[config.mk]
export PLATFORM = sky130hd
export DESIGN_NAME = riscv_timer_flat
export DESIGN_NICKNAME = d
export VERILOG_FILES = /design/src/rtl/riscv_timer_pkg.sv /design/src/rtl/riscv_timer_if.sv /design/src/rtl/riscv_timer_prescaler.sv /design/src/rtl/riscv_timer.sv /design/src/flat_wrapper.sv
export SDC_FILE = /design/constraint.sdc
export NUM_CORES = 1
export LEC_CHECK = 0
export CAP_MARGIN = 20
export CORE_MARGIN = 5
export CORE_UTILIZATION = 54
export DETAILED_ROUTE_END_ITERATION = 10
export GPL_TIMING_DRIVEN = 1
export PLACE_DENSITY = 0.76
export SYNTH_ARGS = -nofsm -noshare
export SYNTH_HDL_FRONTEND = slang
export SYNTH_SLANG_ARGS = --single-unit
[constraint.sdc]
create_clock -name clk_i -period 2.5 [get_ports clk_i]
set_input_delay 0.25 -clock clk_i [delete_from_list [all_inputs] [get_ports clk_i]]
set_output_delay 0.25 -clock clk_i [all_outputs]
set_load 0.05 [all_outputs]
[src/rtl/riscv_timer_pkg.sv]
// Shared constants and types for the memory-mapped machine timer.
// Register word indices, ctrl bit layout and reset values live here.
package riscv_timer_pkg;

  localparam int unsigned TMR_IDX_W = 3;

  // Word index of each register (byte address bits [4:2]).
  localparam logic [TMR_IDX_W-1:0] TMR_MTIME_LO    = 3'd0;
  localparam logic [TMR_IDX_W-1:0] TMR_MTIME_HI    = 3'd1;
  localparam logic [TMR_IDX_W-1:0] TMR_MTIMECMP_LO = 3'd2;
  localparam logic [TMR_IDX_W-1:0] TMR_MTIMECMP_HI = 3'd3;
  localparam logic [TMR_IDX_W-1:0] TMR_CTRL        = 3'd4;
  localparam logic [TMR_IDX_W-1:0] TMR_PRESCALE    = 3'd5;

  localparam int unsigned CTRL_CNT_EN_BIT  = 0;
  localparam int unsigned CTRL_INTR_EN_BIT = 1;
  localparam int unsigned CTRL_W           = 2;

  localparam int unsigned MTIME_W = 64;

  typedef struct packed {
    logic intr_en;
    logic cnt_en;
  } ctrl_t;

  localparam logic [MTIME_W-1:0] MTIME_RST    = 64'h0;
  localparam logic [MTIME_W-1:0] MTIMECMP_RST = 64'hFFFF_FFFF_FFFF_FFFF;
  localparam ctrl_t              CTRL_RST     = '{intr_en: 1'b0, cnt_en: 1'b0};

  // Word index decoded from a byte address; bits [1:0] are don't-care.
  function automatic logic [TMR_IDX_W-1:0] reg_idx(input logic [4:0] byte_addr);
    return byte_addr[4:2];
  endfunction

endpackage

[src/rtl/riscv_timer_if.sv]
// Data-memory bus slice seen by the timer: one-cycle request, ack the next cycle.
interface riscv_timer_if #(
  parameter int unsigned DW    = 32,
  parameter int unsigned ADDRW = 12
);
  logic             sel_i;
  logic             we_i;
  logic [ADDRW-1:0] addr_i;
  logic [DW-1:0]    wdata_i;
  logic [DW-1:0]    rdata_o;
  logic             ack_o;

  modport master (
    output sel_i,
    output we_i,
    output addr_i,
    output wdata_i,
    input  rdata_o,
    input  ack_o
  );

  modport slave (
    input  sel_i,
    input  we_i,
    input  addr_i,
    input  wdata_i,
    output rdata_o,
    output ack_o
  );
endinterface

[src/rtl/riscv_timer_prescaler.sv]
// Programmable divider: fires tick every prescale+1 enabled cycles.
// tick_o is combinational so a tick lands on the same edge that advances mtime.
module riscv_timer_prescaler #(
  parameter int unsigned PSW = 16
) (
  input  logic           clk_i,
  input  logic           rst_i,
  input  logic           en_i,
  input  logic           clr_i,
  input  logic [PSW-1:0] prescale_i,
  output logic           tick_o
);

  logic [PSW-1:0] pcnt;
  logic           wrap_c;

  assign wrap_c = (pcnt == prescale_i);
  assign tick_o = en_i & wrap_c;

  // A prescale write restarts the period from zero.
  always_ff @(posedge clk_i) begin
    if (rst_i || clr_i) begin
      pcnt <= '0;
    end else if (en_i) begin
      if (wrap_c) begin
        pcnt <= '0;
      end else begin
        pcnt <= pcnt + PSW'(1);
      end
    end
  end

endmodule

[src/rtl/riscv_timer.sv]
// Machine timer: 64-bit mtime/mtimecmp with prescaled counting and a
// registered level interrupt while mtime >= mtimecmp and intr_en is set.
module riscv_timer
  import riscv_timer_pkg::*;
#(
  parameter int unsigned DW    = 32,
  parameter int unsigned ADDRW = 12,
  parameter int unsigned PSW   = 16
) (
  input  logic           clk_i,
  input  logic           rst_i,
  riscv_timer_if.slave   bus,
  output logic           t_intr_o
);

  localparam int unsigned HALF_W = MTIME_W / 2;

  logic [MTIME_W-1:0]   mtime;
  logic [MTIME_W-1:0]   mtimecmp;
  ctrl_t                ctrl;
  logic [PSW-1:0]       prescale;

  logic [MTIME_W-1:0]   mtime_next_c;
  logic [TMR_IDX_W-1:0] idx_c;
  logic                 wr_c;
  logic                 rd_c;
  logic                 wr_mtime_lo_c;
  logic                 wr_mtime_hi_c;
  logic                 wr_cmp_lo_c;
  logic                 wr_cmp_hi_c;
  logic                 wr_ctrl_c;
  logic                 wr_prescale_c;
  logic                 tick_c;
  logic                 cmp_hit_c;
  logic [DW-1:0]        rd_mux_c;
  logic                 unused_addr_bits;

  assign unused_addr_bits = ^{bus.addr_i[ADDRW-1:5], bus.addr_i[1:0]};

  // Address decode: one transaction per sel cycle, reads and writes never stall.
  assign idx_c         = reg_idx(bus.addr_i[4:0]);
  assign wr_c          = bus.sel_i & bus.we_i;
  assign rd_c          = bus.sel_i & ~bus.we_i;
  assign wr_mtime_lo_c = wr_c & (idx_c == TMR_MTIME_LO);
  assign wr_mtime_hi_c = wr_c & (idx_c == TMR_MTIME_HI);
  assign wr_cmp_lo_c   = wr_c & (idx_c == TMR_MTIMECMP_LO);
  assign wr_cmp_hi_c   = wr_c & (idx_c == TMR_MTIMECMP_HI);
  assign wr_ctrl_c     = wr_c & (idx_c == TMR_CTRL);
  assign wr_prescale_c = wr_c & (idx_c == TMR_PRESCALE);

  riscv_timer_prescaler #(
    .PSW (PSW)
  ) u_prescaler (
    .clk_i      (clk_i),
    .rst_i      (rst_i),
    .en_i       (ctrl.cnt_en),
    .clr_i      (wr_prescale_c),
    .prescale_i (prescale),
    .tick_o     (tick_c)
  );

  // A software write to either half wins over a same-cycle tick.
  always_comb begin
    mtime_next_c = mtime;
    if (wr_mtime_lo_c) begin
      mtime_next_c[HALF_W-1:0] = bus.wdata_i;
    end else if (wr_mtime_hi_c) begin
      mtime_next_c[MTIME_W-1:HALF_W] = bus.wdata_i;
    end else if (tick_c) begin
      mtime_next_c = mtime + MTIME_W'(1);
    end
  end

  assign cmp_hit_c = (mtime >= mtimecmp);

  // Read mux samples register state before any same-cycle update.
  always_comb begin
    rd_mux_c = '0;
    case (idx_c)
      TMR_MTIME_LO:    rd_mux_c = mtime[HALF_W-1:0];
      TMR_MTIME_HI:    rd_mux_c = mtime[MTIME_W-1:HALF_W];
      TMR_MTIMECMP_LO: rd_mux_c = mtimecmp[HALF_W-1:0];
      TMR_MTIMECMP_HI: rd_mux_c = mtimecmp[MTIME_W-1:HALF_W];
      TMR_CTRL:        rd_mux_c = DW'(ctrl);
      TMR_PRESCALE:    rd_mux_c = DW'(prescale);
      default:         rd_mux_c = '0;
    endcase
  end

  always_ff @(posedge clk_i) begin
    if (rst_i) begin
      mtime    <= MTIME_RST;
      mtimecmp <= MTIMECMP_RST;
      ctrl     <= CTRL_RST;
      prescale <= '0;
    end else begin
      mtime <= mtime_next_c;
      if (wr_cmp_lo_c) begin
        mtimecmp[HALF_W-1:0] <= bus.wdata_i;
      end
      if (wr_cmp_hi_c) begin
        mtimecmp[MTIME_W-1:HALF_W] <= bus.wdata_i;
      end
      if (wr_ctrl_c) begin
        ctrl.cnt_en  <= bus.wdata_i[CTRL_CNT_EN_BIT];
        ctrl.intr_en <= bus.wdata_i[CTRL_INTR_EN_BIT];
      end
      if (wr_prescale_c) begin
        prescale <= bus.wdata_i[PSW-1:0];
      end
    end
  end

  // Bus response and interrupt are registered; reset drops a pending ack.
  always_ff @(posedge clk_i) begin
    if (rst_i) begin
      bus.ack_o   <= 1'b0;
      bus.rdata_o <= '0;
      t_intr_o    <= 1'b0;
    end else begin
      bus.ack_o   <= bus.sel_i;
      bus.rdata_o <= rd_c ? rd_mux_c : '0;
      t_intr_o    <= ctrl.intr_en & cmp_hit_c;
    end
  end

endmodule

[src/flat_wrapper.sv]
// flat-port wrapper written by rule: the top's interface ports become plain ports
module riscv_timer_flat import riscv_timer_pkg::*;
#(
  parameter int unsigned DW    = 32,
  parameter int unsigned ADDRW = 12,
  parameter int unsigned PSW   = 16
)
  (clk_i, rst_i, t_intr_o, bus_sel_i, bus_we_i, bus_addr_i, bus_wdata_i, bus_rdata_o, bus_ack_o);
  riscv_timer_if #(.DW(DW), .ADDRW(ADDRW)) bus_i ();
  input  logic clk_i;
  input  logic rst_i;
  output logic t_intr_o;
  input wire logic [$bits(bus_i.sel_i)-1:0] bus_sel_i;
  input wire logic [$bits(bus_i.we_i)-1:0] bus_we_i;
  input wire logic [$bits(bus_i.addr_i)-1:0] bus_addr_i;
  input wire logic [$bits(bus_i.wdata_i)-1:0] bus_wdata_i;
  output wire logic [$bits(bus_i.rdata_o)-1:0] bus_rdata_o;
  output wire logic [$bits(bus_i.ack_o)-1:0] bus_ack_o;
  assign bus_i.sel_i = bus_sel_i;
  assign bus_i.we_i = bus_we_i;
  assign bus_i.addr_i = bus_addr_i;
  assign bus_i.wdata_i = bus_wdata_i;
  assign bus_rdata_o = bus_i.rdata_o;
  assign bus_ack_o = bus_i.ack_o;
  riscv_timer #(.DW(DW), .ADDRW(ADDRW), .PSW(PSW)) u_core (.clk_i(clk_i), .rst_i(rst_i), .bus(bus_i), .t_intr_o(t_intr_o));
endmodule
Word level (Yosys, flattened, before mapping) --
Index checks and enable logic that the tools add are counted.
Word-level totals: register bits 196, bits in latches 0, memories kept 0, logic and storage cells 47, input bits 48, bits in writable memories 0, bits in read-only memories 0, output and inout bits 34
Operators by class: $add $sub $neg 2, multiplexer cells 6, equality and inequality tests 7, div/mod/pow operators 0, reductions and logical operators 7, order comparisons 1, shift-type cells 0, multipliers 0, bitwise operators 13
Operators with widths (number):
- $pmux 32 s6 | 1
- $mux 32 | 3
- $add 64x1->64 const B | 1
- $ge 64x64->1 | 1
- $mux 64 | 1
- $add 16x1->16 const B | 1
- $eq 16x16->1 | 1
- $mux 16 | 1
- $and 1x1->1 | 10
- $eq 3x2->1 const B | 2
- $eq 3x3->1 const B | 2
- $reduce_and 2->1 | 2
- $reduce_bool 2->1 | 2
- $eq 3x1->1 const B | 1
- $logic_not 3->1 | 1
- $not 1->1 | 3
- $ne 2x1->1 const B | 1
- $reduce_or 2->1 | 1
- $logic_or 1x1->1 | 1

Longest topological paths before layout --
depth after elaboration 5, mapped depth 12, depth with buffers taken out 9

Modules after synthesis --
A second synthesis with hierarchy kept.
Second synthesis, totals: cells, all modules 1261, area total of the unflattened synthesis 10523.8 um^2
By module, submodules not included:
- riscv_timer | cells each 1158, instances 1, seq. area each 3603.5 um^2, area each 9638.0 um^2
- riscv_timer_prescaler | cells each 103, instances 1, seq. area each 320.3 um^2, area each 885.8 um^2

Least setup slack after synthesis --
No wires, ideal clock.
path kind reg2reg, start point register u_core.mtime[17], end point register u_core.mtime[63], data arrival time 2.583 ns, library setup time 0.075 ns, required time 2.425 ns, period minus slack after synthesis 2.658 ns, buffers on the path 2, stages on the path, launching flop included 10, path slack -0.158 ns, cells stage by stage dfxtp_1 -> nand4_2 -> or4_4 -> or3_1 -> buf_2 -> or4_4 -> buf_6 -> nor4_2 -> a21oi_1 -> o22ai_1
On the way: longest elaborated chain between the ends 3
RTL lines:
- start: declaration | RTL line riscv_timer.sv:18 | logic [MTIME_W-1:0] mtime;
- start signal: assignment | RTL line riscv_timer.sv:97 | mtime <= mtime_next_c;
- $add 64x1->64 | RTL line riscv_timer.sv:70 | mtime_next_c = mtime + MTIME_W'(1);
- $mux 64 | RTL line riscv_timer.sv:69 | end else if (tick_c) begin
- $mux 32 | RTL line riscv_timer.sv:67 | end else if (wr_mtime_hi_c) begin
Every way passes these cells. The select of a mux whose other input is x is not followed. A chain may end at the register's enable or synchronous reset.

Worst setup path in the final report --
start point register u_core.prescale[13], end point register u_core.mtime[21]
On the way: longest elaborated chain between the ends 4
RTL lines:
- start: declaration | RTL line riscv_timer.sv:21 | logic [PSW-1:0] prescale;
- start signal: assignment | RTL line riscv_timer.sv:109 | prescale <= bus.wdata_i[PSW-1:0];
- $eq 16x16->1 | RTL line riscv_timer_prescaler.sv:17 | assign wrap_c = (pcnt == prescale_i);
- $and 1x1->1 | RTL line riscv_timer_prescaler.sv:18 | assign tick_o = en_i & wrap_c;
- $reduce_bool 2->1 (no source line)
- $reduce_and 2->1 (no source line)
Every way passes these cells.

==> qor.csv <==
metric,value,unit
status,"complete, but fails checks",
violated checks,setup timing,
Worst setup EP type,flop,
global router's overall resource usage,30.0,%
syn nets,1424,
total power,6820,µW
Placed Area,0.0128,mm²
Max Clock Freq,367,MHz
CP Launch Type,flop,
Pre-antenna DRT Iters,5,
# IOs,82,
Starting Density,55.2,%
Die W,151,µm
worst r2r src,u_core.prescale[13],
H-tree depth,4,
leak pwr,0.00594,µW
register area share after synthesis,36.3,%
Final Worst Setup Slack,-0.222,ns
post-synth top area share,36.3,%
full die area,0.0229,mm²
share of cells above drive strength 1,21.7,%
Setup CP Type,reg2reg,
RSZ-0062 raised after global routing,yes,
dominant cells by area after synthesis,"dfxtp_1 (36%), ha_1 (7.6%), nand2_1 (5.5%), o211ai_1 (4.5%), nor2_1 (4.1%)",
Synth Register Bits,196,
"Slew Viols, Final",0,
Core Area,0.0196,mm²
"Reg clk slew, reported paths",0.07,ns
flop-to-flop setup slack,-0.22,ns
Hold Crit Class,in2reg,
R2R Path End,u_core.mtime[21],
post-synthesis simple-gate area fraction,21.9,%
PD cells,483,mW/mm²
Synth Area in XOR/XNOR,5.75,%
Max-Cap Viols,0,
worst vdd ir,0.000485,V
vias in the first global route,10300,
CTS max path bufs,2,
worst hold path depth,2,
max_slew headroom,48.6,%
DR DRC count,0,
Worst Hold Path EP,u_core.bus.ack_o,
largest family of logic cells by synthesized area,simple AND/OR/NAND/NOR gates,
Worst Clk Skew,0.00986,ns
Clock Sinks,196,
Final period util,109,%
Vias/cell,6.24,
CP max FO,8,
dpl hpwl,24.3,mm
Post-synth top cells,"dfxtp_1 (196), nand2_1 (157), nor2_1 (117)",
FP Rows,51,
ys async rst share,0,%
Routed Antenna Nets,0,
routed wire length,35.5,mm
global-route wire length before repair,54.1,mm
largest net degree at the start of global routing,64,
initial antenna violation count,0,
n_diodes,0,
"Top FF cell, synth",dfxtp_1,
Layout Area Growth over Synthesis,30.6,%
grt ovf,0,
PortBufs,72,
Synth cell types,60,
Final #Nets,1613,
post-synth top area cell,dfxtp_1,
WL/cell,20.0,µm
DR vias,11100,
synth warn,0,
adder-cell share of the synthesized area,7.64,%
CTS tree,yes,
Die H,151,µm
Worst R2R Path Depth,8,
Worst-Skew Late Latency,0.45,ns
cell area after layout,0.0141,mm²
hold_sp,rst_i,
RD Place Congestion,0.962,
Synth Cell Area,0.0108,mm²
Root Buffer,clkbuf_16,
Syn Inst Count,1310,
Final Setup Violations,25,
mux cell area share after synthesis,2.77,%
post-layout min period,2.72,ns
Slew @ Worst Pin,0.771,ns
dpl ws,-0.125,ns
Avg Synthesized Cell Area,8.25,µm²
most common cell in the synthesized netlist,dfxtp_1,
Worst EP required,2.80,ns
initial DRC count,1329,
Worst Path Arrival,3.02,ns
Synth Area in Compound Gates,19.8,%
cts bufs inserted,17,
Hold Fails Final Rpt,0,
Post-synth EDFFs,0,
metal layers:
layer	part of all wire [%]	up-vias	global-route usage (%)
li1	-	5089	-
met2	46	639	47.0
met3	9.3	123	5.83
met4	3.6	0	11.7
met1	41	5235	41.0
met5	0	-	0
cell type report:
class | count | area [µm²]
repair buffers | 256 | 2240
clock buffers | 20 | 457
flip-flops and latches | 196 | 3960
well taps | 265 | 332
multi-input cells | 951 | 6660
fillers | 1465 | 5480
inverters | 77 | 289
clock inverters | 12 | 170
layout by cell type, fill, tap and decap left out, types with 6 or more instances in the layout:
cell / n
dfxtp_1: 174
a21oi_1: 75
ha_1: 66
o21ai_0: 19
nor4_4: 7
a22oi_1: 43
nor4_2: 9
nor3_2: 18
mux2i_1: 13
nor3_1: 16
xor2_1: 27
and3_1: 8
clkbuf_16: 19
a311oi_1: 8
or3_1: 12
nand2_1: 153
mux4_2: 7
xnor2_1: 40
dfxtp_2: 19
o22a_1: 10
buf_6: 10
nand3_2: 6
buf_12: 6
inv_1: 76
nor2_1: 115
clkdlybuf4s50_1: 71
nor2b_1: 6
and4_1: 8
and2_1: 7
nand2b_1: 8
o211ai_1: 65
a211oi_1: 43
buf_4: 166
a21o_1: 12
nand4_1: 34
nand3_1: 36
where the power goes:
part | total (µW) | switching, µW | internal (µW)
Combinational | 645 | 386 | 258
Sequential | 3210 | 36.9 | 3170
Clock | 2970 | 1310 | 1650
worst max-delay path, cell delays in order, from the launching register on:
cell and delay (ns):
dfxtp_2 0.34, xor2_2 0.19, or4_4 0.55, or4_4 0.55, nor4_4 0.22, buf_6 0.20
nand4_1 0.16, xor2_1 0.25, a211oi_2 0.10
logic make-up (layout without fill, tap and decap cells):
| logic type | Yosys count | in the layout |
|---|---|---|
| AO/OA/AOI/OAI | 313 | 313 |
| XOR/XNOR | 71 | 71 |
| adder cells (fa/ha/maj) | 66 | 66 |
| buffers and inverters | 163 | 365 |
| flip-flops | 196 | 196 |
| multiplexers | 21 | 21 |
| AND/OR/NAND/NOR | 480 | 480 |
state kept, by name (all words and copies together) (netlist names):
name	cells
u_core.ctrl	2
u_core.mtime	64
u_core.u_prescaler.pcnt	16
u_core.t_intr_o	1
u_core.mtimecmp	64
u_core.bus.rdata_o	32
u_core.prescale	16
u_core.bus.ack_o	1
what timing repair did:
action / CTS / global route
hold buffers: 0 / 0
endpoints found under the setup margin: 39 / 65
pin swaps: 25 / 20
cloned: 0 / 2
buffers inserted: 7 / 13
resized for setup: 41 / 61
worst max path at each step:
stage	start	end	slack, ns
2_1_floorplan	u_core.mtime[19]	u_core.mtime[43]	-0.04
3_3_place_gp	u_core.u_prescaler.pcnt[2]	u_core.mtime[56]	-0.07
3_5_place_dp	u_core.u_prescaler.pcnt[2]	u_core.mtime[17]	-0.13
4_1_cts	u_core.mtime[19]	u_core.mtime[59]	-0.13
5_1_grt	u_core.prescale[13]	u_core.mtime[21]	-0.29
6_report	u_core.prescale[13]	u_core.mtime[21]	-0.22
through the flow:
| step | TNS [ns] | cells | hold slack [ns] | util, % |
|---|---|---|---|---|
| detailed placement | -2.01 | 1724 | 0.476 | 65.6 |
| finish | -2.49 | 1777 | 0.128 | 72.0 |
| CTS | -1.04 | 1763 | 0.104 | 69.8 |
| global route | -5.01 | 1777 | 0.124 | 72.0 |
| floorplan | -0.0832 | 1310 | 0.333 | - |
| global placement | -0.928 | 1724 | 0.472 | 65.6 |
Power figures use the tool's default switching activity.
